==> src/rtl/tile_sched_ctrl_pkg.sv <==
`default_nettype none
// ============================================================================
// Module      : tpu_sched_pkg
// Description : Shared types and helpers for the GEMM tile scheduler.
// Revision    : 1.0 - initial release
// ============================================================================
package tpu_sched_pkg;

    localparam int c_tidx_w_def = 8;

    typedef logic [c_tidx_w_def-1:0] tidx_t;

    typedef enum logic [1:0] {
        S_IDLE = 2'd0,
        S_RUN  = 2'd1,
        S_FIN  = 2'd2
    } sched_state_e;

    // A zero-length or over-long reduction cannot be scheduled.
    function automatic logic k_len_bad(input logic [15:0] k_len, input logic [31:0] kmax);
        return (k_len == 16'd0) || (32'(k_len) > kmax);
    endfunction

endpackage
`default_nettype wire

==> src/rtl/tile_sched_ctrl_if.sv <==
`default_nettype none
// ============================================================================
// Module      : tile_sched_ctrl_if
// Description : Command, status and engine handshake bundle of the scheduler.
// Revision    : 1.0 - initial release
// ============================================================================
interface tile_sched_ctrl_if
    import tpu_sched_pkg::*;
#(
    parameter int TIDX_W = c_tidx_w_def
) ();

    logic              cmd_valid;
    logic              cmd_ready;
    logic [TIDX_W-1:0] cmd_num_tm;
    logic [TIDX_W-1:0] cmd_num_tn;
    logic [15:0]       cmd_K_len;
    logic              busy;
    logic              done;
    logic              err;
    logic              load_start;
    logic [15:0]       load_K_len;
    logic              load_buf;
    logic [TIDX_W-1:0] load_tm;
    logic [TIDX_W-1:0] load_tn;
    logic              load_done;
    logic              cmp_start;
    logic              cmp_buf;
    logic              cmp_done;
    logic              st_start;
    logic [TIDX_W-1:0] st_tm;
    logic [TIDX_W-1:0] st_tn;
    logic              st_done;

    // Scheduler side.
    modport master (
        input  cmd_valid, cmd_num_tm, cmd_num_tn, cmd_K_len,
        input  load_done, cmp_done, st_done,
        output cmd_ready, busy, done, err,
        output load_start, load_K_len, load_buf, load_tm, load_tn,
        output cmp_start, cmp_buf,
        output st_start, st_tm, st_tn
    );

    // Command issuer and engine side.
    modport slave (
        output cmd_valid, cmd_num_tm, cmd_num_tn, cmd_K_len,
        output load_done, cmp_done, st_done,
        input  cmd_ready, busy, done, err,
        input  load_start, load_K_len, load_buf, load_tm, load_tn,
        input  cmp_start, cmp_buf,
        input  st_start, st_tm, st_tn
    );

endinterface
`default_nettype wire

==> src/rtl/tile_sched_ctrl_eng_slot.sv <==
`default_nettype none
// ============================================================================
// Module      : sched_eng_slot
// Description : Per-engine start pulse, outstanding flag and completed-tile counter.
// Revision    : 1.0 - initial release
// ============================================================================
module sched_eng_slot
    import tpu_sched_pkg::*;
#(
    parameter int CNT_W = 2 * c_tidx_w_def
) (
    input  logic             clk,
    input  logic             rst,
    input  logic             i_clr,
    input  logic             i_issue,
    input  logic             i_done,
    output logic             o_start,
    output logic             o_busy,
    output logic             o_ack,
    output logic [CNT_W-1:0] o_cnt
);

    logic             r_start;
    logic             r_busy;
    logic [CNT_W-1:0] r_cnt;

    // Completion pulses with nothing in flight are dropped here.
    assign o_ack   = i_done & r_busy;
    assign o_start = r_start;
    assign o_busy  = r_busy;
    assign o_cnt   = r_cnt;

    always_ff @(posedge clk) begin
        if (rst) begin
            r_start <= 1'b0;
            r_busy  <= 1'b0;
            r_cnt   <= '0;
        end else begin
            r_start <= i_issue;
            if (i_clr) begin
                r_busy <= 1'b0;
                r_cnt  <= '0;
            end else begin
                if (i_issue) begin
                    r_busy <= 1'b1;
                end else if (o_ack) begin
                    r_busy <= 1'b0;
                end
                if (o_ack) begin
                    r_cnt <= r_cnt + CNT_W'(1);
                end
            end
        end
    end

endmodule
`default_nettype wire

==> src/rtl/tile_sched_ctrl.sv <==
`default_nettype none
// ============================================================================
// Module      : tile_sched_ctrl
// Description : GEMM tile scheduler sequencing load, compute and store per tile
//               with ping-pong double-buffered inputs.
// Revision    : 1.0 - initial release
// ============================================================================
module tile_sched_ctrl
    import tpu_sched_pkg::*;
#(
    parameter int KMAX   = 1024,
    parameter int TIDX_W = c_tidx_w_def
) (
    input  logic              clk,
    input  logic              rst,
    tile_sched_ctrl_if.master bus
);

    localparam int c_cnt_w = 2 * TIDX_W;

    sched_state_e       r_state, w_state_nxt;
    logic [c_cnt_w-1:0] r_total, w_ld_cnt, w_cmp_cnt, w_st_cnt;
    logic [TIDX_W-1:0]  r_num_tn, r_ld_tm, r_ld_tn, r_st_tm, r_st_tn;
    logic [TIDX_W-1:0]  r_load_tm, r_load_tn, r_st_tm_out, r_st_tn_out;
    logic [15:0]        r_k_len;
    logic [1:0]         r_buf_full;
    logic               r_err, r_res_valid, r_load_buf, r_cmp_buf;
    logic               w_accept, w_k_bad, w_empty, w_run;
    logic               w_ld_issue, w_cmp_issue, w_st_issue;
    logic               w_ld_busy, w_cmp_busy, w_st_busy;
    logic               w_ld_ack, w_cmp_ack, w_st_ack;

    assign w_accept = bus.cmd_valid && (r_state == S_IDLE);
    assign w_k_bad  = k_len_bad(bus.cmd_K_len, 32'(KMAX));
    assign w_empty  = (bus.cmd_num_tm == '0) || (bus.cmd_num_tn == '0);
    assign w_run    = (r_state == S_RUN);

    assign w_ld_issue  = w_run && !w_ld_busy && (w_ld_cnt < r_total) && !r_buf_full[w_ld_cnt[0]];
    assign w_cmp_issue = w_run && !w_cmp_busy && (w_cmp_cnt < w_ld_cnt) && !r_res_valid;
    assign w_st_issue  = w_run && !w_st_busy && r_res_valid;

    always_ff @(posedge clk) begin
        if (rst) begin
            r_state <= S_IDLE;
        end else begin
            r_state <= w_state_nxt;
        end
    end

    always_comb begin
        w_state_nxt = r_state;
        case (r_state)
            S_IDLE:  if (w_accept) w_state_nxt = (w_k_bad || w_empty) ? S_FIN : S_RUN;
            S_RUN:   if (w_st_cnt == r_total) w_state_nxt = S_FIN;
            S_FIN:   w_state_nxt = S_IDLE;
            default: w_state_nxt = S_IDLE;
        endcase
    end

    always_ff @(posedge clk) begin
        if (rst) begin
            r_total <= '0;
            r_num_tn <= '0;
            r_k_len <= '0;
            r_err <= 1'b0;
        end else if (w_accept) begin
            r_total  <= c_cnt_w'(bus.cmd_num_tm) * c_cnt_w'(bus.cmd_num_tn);
            r_num_tn <= bus.cmd_num_tn;
            r_k_len  <= bus.cmd_K_len;
            r_err    <= w_k_bad;
        end
    end

    // Row/column walkers track the tile each engine will handle next,
    // replacing t/num_tn and t%num_tn.
    always_ff @(posedge clk) begin
        if (rst || w_accept) begin
            r_buf_full  <= 2'b00;
            r_res_valid <= 1'b0;
            r_ld_tm     <= '0;
            r_ld_tn     <= '0;
            r_st_tm     <= '0;
            r_st_tn     <= '0;
        end else begin
            if (w_ld_ack) begin
                r_buf_full[w_ld_cnt[0]] <= 1'b1;
                if (r_ld_tn == r_num_tn - TIDX_W'(1)) begin
                    r_ld_tn <= '0;
                    r_ld_tm <= r_ld_tm + TIDX_W'(1);
                end else begin
                    r_ld_tn <= r_ld_tn + TIDX_W'(1);
                end
            end
            if (w_st_ack) begin
                r_res_valid <= 1'b0;
                if (r_st_tn == r_num_tn - TIDX_W'(1)) begin
                    r_st_tn <= '0;
                    r_st_tm <= r_st_tm + TIDX_W'(1);
                end else begin
                    r_st_tn <= r_st_tn + TIDX_W'(1);
                end
            end
            if (w_cmp_ack) begin
                r_buf_full[w_cmp_cnt[0]] <= 1'b0;
                r_res_valid              <= 1'b1;
            end
        end
    end

    always_ff @(posedge clk) begin
        if (rst) begin
            r_load_tm   <= '0;
            r_load_tn   <= '0;
            r_load_buf  <= 1'b0;
            r_cmp_buf   <= 1'b0;
            r_st_tm_out <= '0;
            r_st_tn_out <= '0;
        end else begin
            if (w_ld_issue) begin
                r_load_tm  <= r_ld_tm;
                r_load_tn  <= r_ld_tn;
                r_load_buf <= w_ld_cnt[0];
            end
            if (w_cmp_issue) begin
                r_cmp_buf <= w_cmp_cnt[0];
            end
            if (w_st_issue) begin
                r_st_tm_out <= r_st_tm;
                r_st_tn_out <= r_st_tn;
            end
        end
    end

    sched_eng_slot #(.CNT_W(c_cnt_w)) u_ld_slot (
        .clk(clk), .rst(rst), .i_clr(w_accept), .i_issue(w_ld_issue), .i_done(bus.load_done),
        .o_start(bus.load_start), .o_busy(w_ld_busy), .o_ack(w_ld_ack), .o_cnt(w_ld_cnt)
    );

    sched_eng_slot #(.CNT_W(c_cnt_w)) u_cmp_slot (
        .clk(clk), .rst(rst), .i_clr(w_accept), .i_issue(w_cmp_issue), .i_done(bus.cmp_done),
        .o_start(bus.cmp_start), .o_busy(w_cmp_busy), .o_ack(w_cmp_ack), .o_cnt(w_cmp_cnt)
    );

    sched_eng_slot #(.CNT_W(c_cnt_w)) u_st_slot (
        .clk(clk), .rst(rst), .i_clr(w_accept), .i_issue(w_st_issue), .i_done(bus.st_done),
        .o_start(bus.st_start), .o_busy(w_st_busy), .o_ack(w_st_ack), .o_cnt(w_st_cnt)
    );

    assign bus.cmd_ready  = (r_state == S_IDLE);
    assign bus.busy       = (r_state != S_IDLE);
    assign bus.done       = (r_state == S_FIN);
    assign bus.err        = (r_state == S_FIN) && r_err;
    assign bus.load_K_len = r_k_len;
    assign bus.load_buf   = r_load_buf;
    assign bus.load_tm    = r_load_tm;
    assign bus.load_tn    = r_load_tn;
    assign bus.cmp_buf    = r_cmp_buf;
    assign bus.st_tm      = r_st_tm_out;
    assign bus.st_tn      = r_st_tn_out;

endmodule
`default_nettype wire

==> src/flat_wrapper.sv <==
// flat-port wrapper written by rule: the top's interface ports become plain ports
module tile_sched_ctrl_flat import tpu_sched_pkg::*;
#(
    parameter int KMAX   = 1024,
    parameter int TIDX_W = c_tidx_w_def
)
  (clk, rst, bus_cmd_valid, bus_cmd_num_tm, bus_cmd_num_tn, bus_cmd_K_len, bus_load_done, bus_cmp_done, bus_st_done, bus_cmd_ready, bus_busy, bus_done, bus_err, bus_load_start, bus_load_K_len, bus_load_buf, bus_load_tm, bus_load_tn, bus_cmp_start, bus_cmp_buf, bus_st_start, bus_st_tm, bus_st_tn);
  tile_sched_ctrl_if #(.TIDX_W(TIDX_W)) bus_i ();
  input  logic clk;
  input  logic rst;
  input wire logic [$bits(bus_i.cmd_valid)-1:0] bus_cmd_valid;
  input wire logic [$bits(bus_i.cmd_num_tm)-1:0] bus_cmd_num_tm;
  input wire logic [$bits(bus_i.cmd_num_tn)-1:0] bus_cmd_num_tn;
  input wire logic [$bits(bus_i.cmd_K_len)-1:0] bus_cmd_K_len;
  input wire logic [$bits(bus_i.load_done)-1:0] bus_load_done;
  input wire logic [$bits(bus_i.cmp_done)-1:0] bus_cmp_done;
  input wire logic [$bits(bus_i.st_done)-1:0] bus_st_done;
  output wire logic [$bits(bus_i.cmd_ready)-1:0] bus_cmd_ready;
  output wire logic [$bits(bus_i.busy)-1:0] bus_busy;
  output wire logic [$bits(bus_i.done)-1:0] bus_done;
  output wire logic [$bits(bus_i.err)-1:0] bus_err;
  output wire logic [$bits(bus_i.load_start)-1:0] bus_load_start;
  output wire logic [$bits(bus_i.load_K_len)-1:0] bus_load_K_len;
  output wire logic [$bits(bus_i.load_buf)-1:0] bus_load_buf;
  output wire logic [$bits(bus_i.load_tm)-1:0] bus_load_tm;
  output wire logic [$bits(bus_i.load_tn)-1:0] bus_load_tn;
  output wire logic [$bits(bus_i.cmp_start)-1:0] bus_cmp_start;
  output wire logic [$bits(bus_i.cmp_buf)-1:0] bus_cmp_buf;
  output wire logic [$bits(bus_i.st_start)-1:0] bus_st_start;
  output wire logic [$bits(bus_i.st_tm)-1:0] bus_st_tm;
  output wire logic [$bits(bus_i.st_tn)-1:0] bus_st_tn;
  assign bus_i.cmd_valid = bus_cmd_valid;
  assign bus_i.cmd_num_tm = bus_cmd_num_tm;
  assign bus_i.cmd_num_tn = bus_cmd_num_tn;
  assign bus_i.cmd_K_len = bus_cmd_K_len;
  assign bus_i.load_done = bus_load_done;
  assign bus_i.cmp_done = bus_cmp_done;
  assign bus_i.st_done = bus_st_done;
  assign bus_cmd_ready = bus_i.cmd_ready;
  assign bus_busy = bus_i.busy;
  assign bus_done = bus_i.done;
  assign bus_err = bus_i.err;
  assign bus_load_start = bus_i.load_start;
  assign bus_load_K_len = bus_i.load_K_len;
  assign bus_load_buf = bus_i.load_buf;
  assign bus_load_tm = bus_i.load_tm;
  assign bus_load_tn = bus_i.load_tn;
  assign bus_cmp_start = bus_i.cmp_start;
  assign bus_cmp_buf = bus_i.cmp_buf;
  assign bus_st_start = bus_i.st_start;
  assign bus_st_tm = bus_i.st_tm;
  assign bus_st_tn = bus_i.st_tn;
  tile_sched_ctrl #(.KMAX(KMAX), .TIDX_W(TIDX_W)) u_core (.clk(clk), .rst(rst), .bus(bus_i));
endmodule
==> config.mk <==
export PLATFORM = sky130hd
export DESIGN_NAME = tile_sched_ctrl_flat
export DESIGN_NICKNAME = d
export VERILOG_FILES = /design/src/rtl/tile_sched_ctrl_pkg.sv /design/src/rtl/tile_sched_ctrl_if.sv /design/src/rtl/tile_sched_ctrl_eng_slot.sv /design/src/rtl/tile_sched_ctrl.sv /design/src/flat_wrapper.sv
export SDC_FILE = /design/constraint.sdc
export NUM_CORES = 1
export LEC_CHECK = 0
export BUFFER_PORTS_ARGS = -buffer_cell sky130_fd_sc_hd__buf_2
export CAP_MARGIN = 5
export CORE_ASPECT_RATIO = 0.5
export CORE_MARGIN = 1
export CORE_UTILIZATION = 45
export CTS_CLUSTER_DIAMETER = 30
export CTS_CLUSTER_SIZE = 28
export DETAILED_ROUTE_END_ITERATION = 6
export PLACE_DENSITY_LB_ADDON = 0.3
export SYNTH_ARGS = -nofsm -noshare
export SYNTH_HDL_FRONTEND = slang
export SYNTH_SLANG_ARGS = --single-unit
==> constraint.sdc <==
create_clock -name clk -period 5 [get_ports clk]
set_input_delay 0.25 -clock clk [delete_from_list [all_inputs] [get_ports clk]]
set_output_delay 0.25 -clock clk [all_outputs]
set_load 0.01 [all_outputs]
==> results.sh <==
export IMPL_outcome="completed"
export IMPL_die_w_um=212.5
export IMPL_crit_type="primary input to flip-flop"
export IMPL_die_area_um2=22790
export IMPL_p_per_area_nw_per_um2=319.7
export IMPL_gp_congestion=0.9110
export IMPL_synth_main_ff_cell="dfxtp_1"
export IMPL_cts_tree="yes"
export IMPL_clock_latency_ps=440
export IMPL_synth_top_cell_by_area="dfxtp_1"
export IMPL_finalWorstSetupSlack_ps=950.6
export IMPL_crit_required_ps=5380
export IMPL_ir_drop_v=0.0001884
export IMPL_worstPathMaxFanout=10
export IMPL_syn_nets=1347
export IMPL_hold_path_depth=3
export IMPL_total_leakage_power_nw=4.798
export IMPL_wire_per_inst_um=14.81
export IMPL_io_pins=95
export IMPL_antenna_found_initial=0
export IMPL_final_hold_violation_count=0
export IMPL_post_place_ws_ps=501.3
export IMPL_skew_ps=7.826
export IMPL_grt_pass1_vias=7842
export IMPL_grt_pass1_wl_um=38140
export IMPL_antenna_cells=0
export IMPL_drive_gt1_share_pct=10.83
export IMPL_start_util_pct=45.98
export IMPL_port_buffers=94
export IMPL_holdPathEnd="u_core.bus.load_K_len[9]"
export IMPL_tightest_slew_ps=1084
export IMPL_gr_usage_met3_pct=4.959
export IMPL_critical_path_arrival_ps=4430
export IMPL_reg2reg_to="u_core.r_ld_tm[5]"
export IMPL_syn_area_per_cell_um2=8.315
export IMPL_post_route_period_util_pct=80.99
export IMPL_synth_distinct_cells=60
export IMPL_nets=1418
export IMPL_synth_seq_area_share_pct=33.33
export IMPL_synth_top_area_share_pct=33.33
export IMPL_coreArea_um2=21680
export IMPL_stdcell_count=1583
export IMPL_synth_edf_count=0
export IMPL_max_slew_margin_pct=27.44
export IMPL_max_freq_mhz=247.0
export IMPL_track_usage_pct=21.21
export IMPL_postCtsResizedCells=0
export IMPL_ant_nets=0
export IMPL_drt_iter0_markers=428
export IMPL_fin_util_pct=51.84
export IMPL_cts_htree_levels=4
export IMPL_ys_seq_elements=166
export IMPL_grt_max_degree=85
export IMPL_power_total_w=0.003593
export IMPL_hpwlAfterDp_um=17760
export IMPL_path_clk_slew_ps=60
export IMPL_dr_pass1_iters=5
export IMPL_rr_worst_depth=7
export IMPL_area_delta_synth_final_pct=12.73
export IMPL_clock_tree_root_cell="clkbuf_16"
export IMPL_setup_viol=0
export IMPL_row_count=38
export IMPL_met2_usage_pct=32.21
export IMPL_synthCells=1199
export IMPL_overflow=0
export IMPL_async_flop_share_pct=0
export IMPL_num_vias=8305
export IMPL_hold_class="primary input to flip-flop"
export IMPL_fill_cells=2075
export IMPL_setup_tns_ps=0
export IMPL_wirelength_um=23440
export IMPL_report_final_slew_viol_count=0
export IMPL_place_inst=1551
export IMPL_maxCapViolCount=0
export IMPL_ys_top_cells_by_area="dfxtp_1 33%, ha_1 9.3%, fa_1 7.2%, nand2_1 6.2%, xnor2_1 4.8%"
export IMPL_synth_warnings=0
export IMPL_drc_errors=0
export IMPL_r2r_slack_ps=1820
export IMPL_netlist_area_um2=9970
export IMPL_cts_max_path_buffers=2
export IMPL_end_kind="flip-flop"
export IMPL_rsz0062_at_grt="false"
export IMPL_cts_setup_buffers=0
export IMPL_clock_sinks=166
export IMPL_seq_area_um2=3323
export IMPL_busiest_layer="met2"
export IMPL_startpoint_type="primary input"
export IMPL_period_needed_ps=4049
export IMPL_vias_per_cell=5.246
export IMPL_holdCritStartpoint="bus_cmd_K_len[9]"
export IMPL_cts_buffers=17
export IMPL_rr_startpoint="u_core.r_num_tn[4]"
export IMPL_met1_usage_pct=29.73
export IMPL_multiInputGateArea_um2=6123
export IMPL_cts_hold_buf=0
export IMPL_die_y_um=107.3
[per-stage QoR]
step / instance area, um^2 / hold WS (ps)
finish: 11240 / 60.02
global route: 11240 / 44.95
CTS: 11240 / 38.00
detailed placement: 10680 / 445.4
global placement: 10680 / 440.5
floorplan: 9970 / 368.7
[cell usage after synthesis, drive strengths merged (9+ instances only)]
cell,count
a21o,18
a21oi,85
and2,64
and3,11
buf,9
clkbuf,39
dfxtp,166
fa,36
ha,74
inv,90
mux2i,22
nand2,165
nand2b,12
nand3,39
nand4,21
nor2,115
nor2b,10
nor3,19
nor4,12
o21ai,27
or3,13
or4,10
xnor2,55
xor2,33
[layout make-up]
class / count / share of cell area (%)
multi-input cells: 895 / 54.49
flip-flops and latches: 166 / 29.57
repair buffers: 100 / 4.587
clock buffers: 23 / 4.342
well taps: 300 / 3.340
inverters: 90 / 3.006
clock inverters: 9 / 0.6680
[critical path, stage by stage]
cell and delay [ps]:
buf_2 180, nand2_1 110, fa_1 510, fa_1 540, inv_1 50, fa_1 530, inv_1 60, fa_1 530
inv_1 40, ha_1 220, a2111oi_0 570, o21bai_1 220, a311o_1 370, a21o_1 180, nand3_1 50
[state kept, by name (all words and copies together) (netlist names), 2 cells and up]
name,flops
u_core.r_st_tm,8
u_core.bus.st_tm,8
u_core.r_ld_tm,8
u_core.bus.load_tm,8
u_core.r_st_tn,8
u_core.r_total,16
u_core.r_state,2
u_core.bus.st_tn,8
u_core.r_buf_full,2
u_core.u_st_slot.o_cnt,16
u_core.u_ld_slot.o_cnt,16
u_core.bus.load_tn,8
u_core.bus.load_K_len,16
u_core.r_num_tn,8
u_core.u_cmp_slot.o_cnt,16
u_core.r_ld_tn,8
[power by group]
group | internal, W | switching [W] | leakage (nW)
Combinational | 0.000392 | 0.000508 | 3.18
Sequential | 0.00137 | 0.0000601 | 1.34
Clock | 0.000732 | 0.000532 | 0.279
[worst max-delay path by stage]
stage,startpoint,to,slack [ps],cells after the start
after floorplan,bus_cmd_num_tn[7],u_core.r_total[14],760,17
after global placement,bus_cmd_num_tn[4],u_core.r_total[14],620,14
after detailed placement,bus_cmd_num_tn[7],u_core.r_total[14],500,15
after CTS,bus_cmd_num_tn[4],u_core.r_total[14],960,14
after global routing,bus_cmd_num_tn[4],u_core.r_total[14],740,14
final,bus_cmd_num_tn[7],u_core.r_total[14],950,15
[logic make-up (layout without fill, tap and decap cells)]
logic type,Yosys count,count (layout),share of synthesized area [%]
buffers and inverters,138,222,5.309
flip-flops,166,166,33.33
multiplexers,22,22,2.209
AO/OA/AOI/OAI,172,172,10.33
adder cells (fa/ha/maj),110,110,16.52
AND/OR/NAND/NOR,502,502,24.35
XOR/XNOR,89,89,7.957
[cell usage in the layout (no fill, tap or decap), types with 8 or more instances in the layout]
cell type  count
a21o_1        18
a21oi_1       85
and2_1        63
and3_1        11
buf_2         94
clkbuf_16     17
dfxtp_1      166
fa_1          36
ha_1          74
inv_1         90
mux2i_1       22
nand2_1      164
nand2b_1      11
nand3_1       39
nand4_1       21
nor2_1       115
nor2b_1       10
nor3_1        19
nor4_1        11
o211ai_1       8
o21ai_0       24
or3_1         13
or4_1          9
xnor2_1       55
xor2_1        33
[routing by layer]
layer  up-vias  routed length, um
li1       4160                  -
met1      3966              12030
met2       157              10050
met3        22               1026
met4         0                334
met5         -                  0
Note: power is estimated with default switching activity, not from simulation.
